<file path="src/rtl/sbox_responder.sv">
// sbox_responder: byte-serial AES S-box responder using arithmetic GF(2^8) inversion.
// Define SBOX_INV_EN to add the decrypt_in port and the inverse S-box path.
module sbox_responder #(
    parameter int CNT_W = 16
) (
    input  logic             clk,
    input  logic             rst,
    input  logic [7:0]       addr_in,
    input  logic             ce,
    input  logic             re,
`ifdef SBOX_INV_EN
    input  logic             decrypt_in,
`endif
    input  logic             clr_cnt,
    output logic [7:0]       data_out,
    output logic             valid_out,
    output logic [CNT_W-1:0] acc_cnt
);

    function automatic logic [7:0] gf_mul(
        input logic [7:0] a,
        input logic [7:0] b
    );
        logic [7:0] p;
        logic [7:0] x;
        p = 8'h00;
        x = a;
        for (int i = 0; i < 8; i++) begin
            if (b[i]) p = p ^ x;
            x = {x[6:0], 1'b0} ^ (x[7] ? 8'h1B : 8'h00);
        end
        return p;
    endfunction

    // a^254 == a^-1 in GF(2^8); a zero input yields zero, as required
    function automatic logic [7:0] gf_inv(input logic [7:0] a);
        logic [7:0] x2, x3, x6, x12, x15, x30, x60, x120, x240, x252;
        x2   = gf_mul(a, a);
        x3   = gf_mul(x2, a);
        x6   = gf_mul(x3, x3);
        x12  = gf_mul(x6, x6);
        x15  = gf_mul(x12, x3);
        x30  = gf_mul(x15, x15);
        x60  = gf_mul(x30, x30);
        x120 = gf_mul(x60, x60);
        x240 = gf_mul(x120, x120);
        x252 = gf_mul(x240, x12);
        return gf_mul(x252, x2);
    endfunction

    function automatic logic [7:0] affine(input logic [7:0] b);
        return b
            ^ {b[6:0], b[7]}
            ^ {b[5:0], b[7:6]}
            ^ {b[4:0], b[7:5]}
            ^ {b[3:0], b[7:4]}
            ^ 8'h63;
    endfunction

`ifdef SBOX_INV_EN
    function automatic logic [7:0] inv_affine(input logic [7:0] b);
        return {b[6:0], b[7]}
            ^ {b[4:0], b[7:5]}
            ^ {b[1:0], b[7:2]}
            ^ 8'h05;
    endfunction
`endif

    logic       accept;
    logic [7:0] result;

    assign accept = !ce && !re;

`ifdef SBOX_INV_EN
    logic [7:0] inv_in;
    logic [7:0] inv_out;

    always_comb begin
        inv_in  = decrypt_in ? inv_affine(addr_in) : addr_in;
        inv_out = gf_inv(inv_in);
        result  = decrypt_in ? inv_out : affine(inv_out);
    end
`else
    always_comb begin
        result = affine(gf_inv(addr_in));
    end
`endif

    always_ff @(posedge clk or negedge rst) begin
        if (!rst) begin
            data_out  <= 8'h00;
            valid_out <= 1'b0;
        end else begin
            valid_out <= accept;
            if (accept) data_out <= result;
        end
    end

    // clear wins over a same-cycle increment; count sticks at all-ones
    always_ff @(posedge clk or negedge rst) begin
        if (!rst) begin
            acc_cnt <= '0;
        end else if (clr_cnt) begin
            acc_cnt <= '0;
        end else if (accept && !(&acc_cnt)) begin
            acc_cnt <= acc_cnt + CNT_W'(1);
        end
    end

endmodule

</file>
<file path="config.mk">
export PLATFORM = sky130hd
export DESIGN_NAME = sbox_responder
export DESIGN_NICKNAME = d
export VERILOG_FILES = /design/src/rtl/sbox_responder.sv
export SDC_FILE = /design/constraint.sdc
export NUM_CORES = 1
export LEC_CHECK = 0
export BUFFER_PORTS_ARGS = -buffer_cell sky130_fd_sc_hd__buf_2
export CORE_UTILIZATION = 30
export CTS_BUF_LIST = sky130_fd_sc_hd__clkbuf_8
export CTS_CLUSTER_DIAMETER = 80
export CTS_CLUSTER_SIZE = 20
export DETAILED_ROUTE_END_ITERATION = 8
export GPL_ROUTABILITY_DRIVEN = 0
export GPL_TIMING_DRIVEN = 1
export PLACE_DENSITY = 0.48
export SLEW_MARGIN = 10
export SYNTH_ARGS = -nofsm -noshare
export SYNTH_HDL_FRONTEND = slang
export SYNTH_SLANG_ARGS = --single-unit
</file>
<file path="constraint.sdc">
create_clock -name clk -period 2.94 [get_ports clk]
set_input_delay 0.147 -clock clk [delete_from_list [all_inputs] [get_ports clk]]
set_output_delay 0.147 -clock clk [all_outputs]
set_load 0.1 [all_outputs]
</file>
==> parameters.txt <==
Parameter                              Value

GRT
  Number of antenna violations at the first check in global routing    0
  Via count of the first global-routing pass    12763
  GRT Util Overall    18.2%
  Layer carrying the most global-route usage    met2
  Pin count of the biggest net entering global routing    29
  GR Layer Usage met3    0.547%
  GR Overflow Total    0
  Met1 track demand over resource    26.5%
  Met2 Usage GRT    31.0%
  Global-route wire length before repair    67100 um

Critical path
  Worst path buffer plus inverter count    17
  Launching element type of the critical path    input port
  Worst Path Max Fanout    12
  Top delay family on crit path    XOR/XNOR gates
  Nature of the critical path endpoint    register
  Most Frequent Cell on Critical Path    buf_4
  Worst R2R Path Depth    10
  Reg-to-reg endpoint    acc_cnt[15]$_DFFE_PN0P_
  Setup crit start    addr_in[7]
  Crit Path Category    in -> reg
  Signal arrival time at the worst endpoint    15.15 ns
  Data required time at the worst endpoint    3.08 ns
  Critical R2R Launch    acc_cnt[3]$_DFFE_PN0P_
  Worst path max stage delay    0.46 ns
  Reg2Reg Setup Slack    0.39 ns
  Crit path max-delay cell type    xnor3_1

Clock tree
  Clock Latency Late Sink    0.26 ns
  Clk sinks    25
  Number of buffers between clock root and the deepest sink    2
  TritonCTS clock tree    yes
  Root Buffer Master    clkbuf_8
  Clock edge transition at the registers on the reported setup and hold paths    0.08 ns
  Number of CTS-inserted buffers    3
  H-tree depth    1

Drt
  Count of nets left with antenna violations after detail routing    0
  Vias post-DR    12979
  Iteration-0 DRC Markers    697
  Drt first pass iters    5
  DRC violation count after routing    0
  Final wirelength    41300 um
  Mean number of vias per cell    4.82
  Routed len/inst    15.3 um

Timing
  Worst slew margin    58.1%
  Actual transition at the worst max-transition pin    0.623 ns
  Endpoints failing hold    0
  Achievable frequency    66.7 MHz
  Setup Skew    0.00115 ns
  Min Clock Period, post-route    15.00 ns
  Final period utilization    510%
  Worst-case setup margin in the final layout    -12.06 ns
  Final setup fails    8
  Sum of negative setup slack    -96.15 ns
  Setup repair after global routing missed its margin    true
  Tightest hold margin    0.246 ns
  Number of pins with negative max-slew slack in the final report    0

Layout
  Top library cells by usage in the layout, fill and taps aside    buf_4, xnor2_1, nor2_1
  Most common library cell in the layout ignoring fill and taps    buf_4
  Area Growth Syn to Fin    48.7%
  Share of layout cells above drive strength 1    42.3%
  Fin nets    2130
  Number of antenna diodes    0
  Filler-free cell count of the finished design    2693
  Number of inserted filler cells in the final layout    4311

Run status
  Violations in the final reports    negative setup slack
  Outcome    complete, but fails checks

Floorplan
  Horiz. Die Dim    212 um
  Area of the core region    43400 um^2
  Number of placement rows    76
  I/O pin total    38
  Die area    45100 um^2
  Die extent in y    212 um
  Initial Util    30.6%

Logic synthesis
  Cell type with the highest aggregate area in the netlist    xnor2_1
  Post-synth EDFFs    0
  Synthesized area    13300 um^2
  Largest cells by area after synthesis    xnor2_1, xnor3_1, xor2_1
  Count of mapped cells out of synthesis    1609
  Mean instance size in the synthesized netlist    8.26 um^2
  Seq cells post-synth    25
  Async set or reset register ratio after synthesis    100%
  Seq/Total Area, Yosys    4.71%
  Syn nets    1630
  Synth warn    0
  Fraction of synthesized cell area taken by the top area cell type    17.5%
  Primary flip-flop cell chosen by synthesis mapping    dfrtp_1
  Distinct cell type count of the synthesized netlist    101

Placed design
  Post-Place Cells    2605
  Total half-perimeter wirelength after legalization and detailed placement    32200 um
  # port buffers    37

Job
  Max capacitance violation total    0

Hold path
  HP Start    clr_cnt
  Hold worst-path end    acc_cnt[9]$_DFFE_PN0P_
  Cell count of the worst hold path    2
  Type of the most critical hold path    in -> reg
## cell usage after synthesis, drive strengths merged (7+ instances only)
cell	instances
inv	25
nand2	172
o221ai	7
a221oi	7
xor3	18
nor3	42
and2	14
nand3b	7
mux2i	42
or2	7
a211oi	11
mux2	7
o22ai	13
nor2	200
nand2b	12
and3	14
buf	57
a31oi	11
o211ai	17
xor2	124
o21a	7
xnor3	94
dfrtp	25
or3	9
nor2b	18
clkbuf	52
o21ai	68
xnor2	298
o32ai	7
a22oi	13
nor3b	9
nand3	38
a21oi	66
ha	8
## cell families (layout without fill, tap and decap cells)
family | Yosys count | after routing | synth area share, %
buf+inv | 137 | 636 | 4.63
xor+xnor | 534 | 534 | 50.8
mux | 50 | 50 | 3.93
compound gates | 288 | 288 | 15.5
flops | 25 | 25 | 4.71
fa+ha+maj | 8 | 8 | 0.753
simple gates | 567 | 567 | 19.6
## how the worst max path moves through the flow
| stage | end | slack (ns) | cells after the start |
|---|---|---|---|
| after floorplan | data_out[5]$_DFFE_PN0P_ | -12.96 | 71 |
| after global routing | data_out[2]$_DFFE_PN0P_ | -12.70 | 68 |
| after detailed placement | data_out[0]$_DFFE_PN0P_ | -12.86 | 68 |
| after CTS | data_out[6]$_DFFE_PN0P_ | -11.98 | 66 |
| final | data_out[3]$_DFFE_PN0P_ | -12.06 | 68 |
| after global placement | data_out[0]$_DFFE_PN0P_ | -12.93 | 67 |
## sequential cells by signal, indices dropped and copies added, names as in the netlist
register,cells
acc_cnt,16
data_out,8
valid_out,1
## routing by layer
| layer | wire length, um | share of wire, % |
|---|---|---|
| met1 | 20200 | 49 |
| met2 | 19600 | 48 |
| met3 | 1130 | 2.7 |
| met4 | 322 | 0.78 |
| met5 | 0 | 0 |
## worst reg2reg max path: stages (launching register included)
cell and delay [ns]:
dfrtp_1 0.44, and3_1 0.23, and3_1 0.22, nand2_1 0.09, nor3b_1 0.08, a31oi_1 0.43
nor2_1 0.10, nor3_1 0.47, nand3_1 0.16, xor2_1 0.16, nor2_1 0.06
## stage by stage
step / cell area (um^2) / worst slack [ns] / util [%]
2_1_floorplan: 13900 / -12.96 / -
3_3_place_gp: 18000 / -12.93 / 41.5
3_5_place_dp: 18000 / -12.86 / 41.5
4_1_cts: 18800 / -11.98 / 43.3
5_1_grt: 19800 / -12.70 / 45.6
6_report: 19800 / -12.06 / 45.6
## cell type report
cell class                      instances  area [um^2]  area share [%]
Multi-Input combinational cell       1447        13500            68.4
Timing Repair Buffer                  604         4740            24.0
Tap cell                              585          732            3.70
Sequential cell                        25          626            3.17
Inverter                               28          110           0.557
Clock buffer                            3         41.3           0.209
Clock inverter                          1         3.75          0.0190
## what timing repair did
item                                    in CTS  in global routing
resized for setup                           89                108
pin swaps                                   46                 69
hold buffers                                 1                  0
buffers inserted                            35                 48
endpoints found under the setup margin       8                  8
endpoints found under the hold margin       25                  0
Power is left out: the tool's default activity adds up to more than one toggle a clock period on the data nets, which glitch-free logic cannot reach.
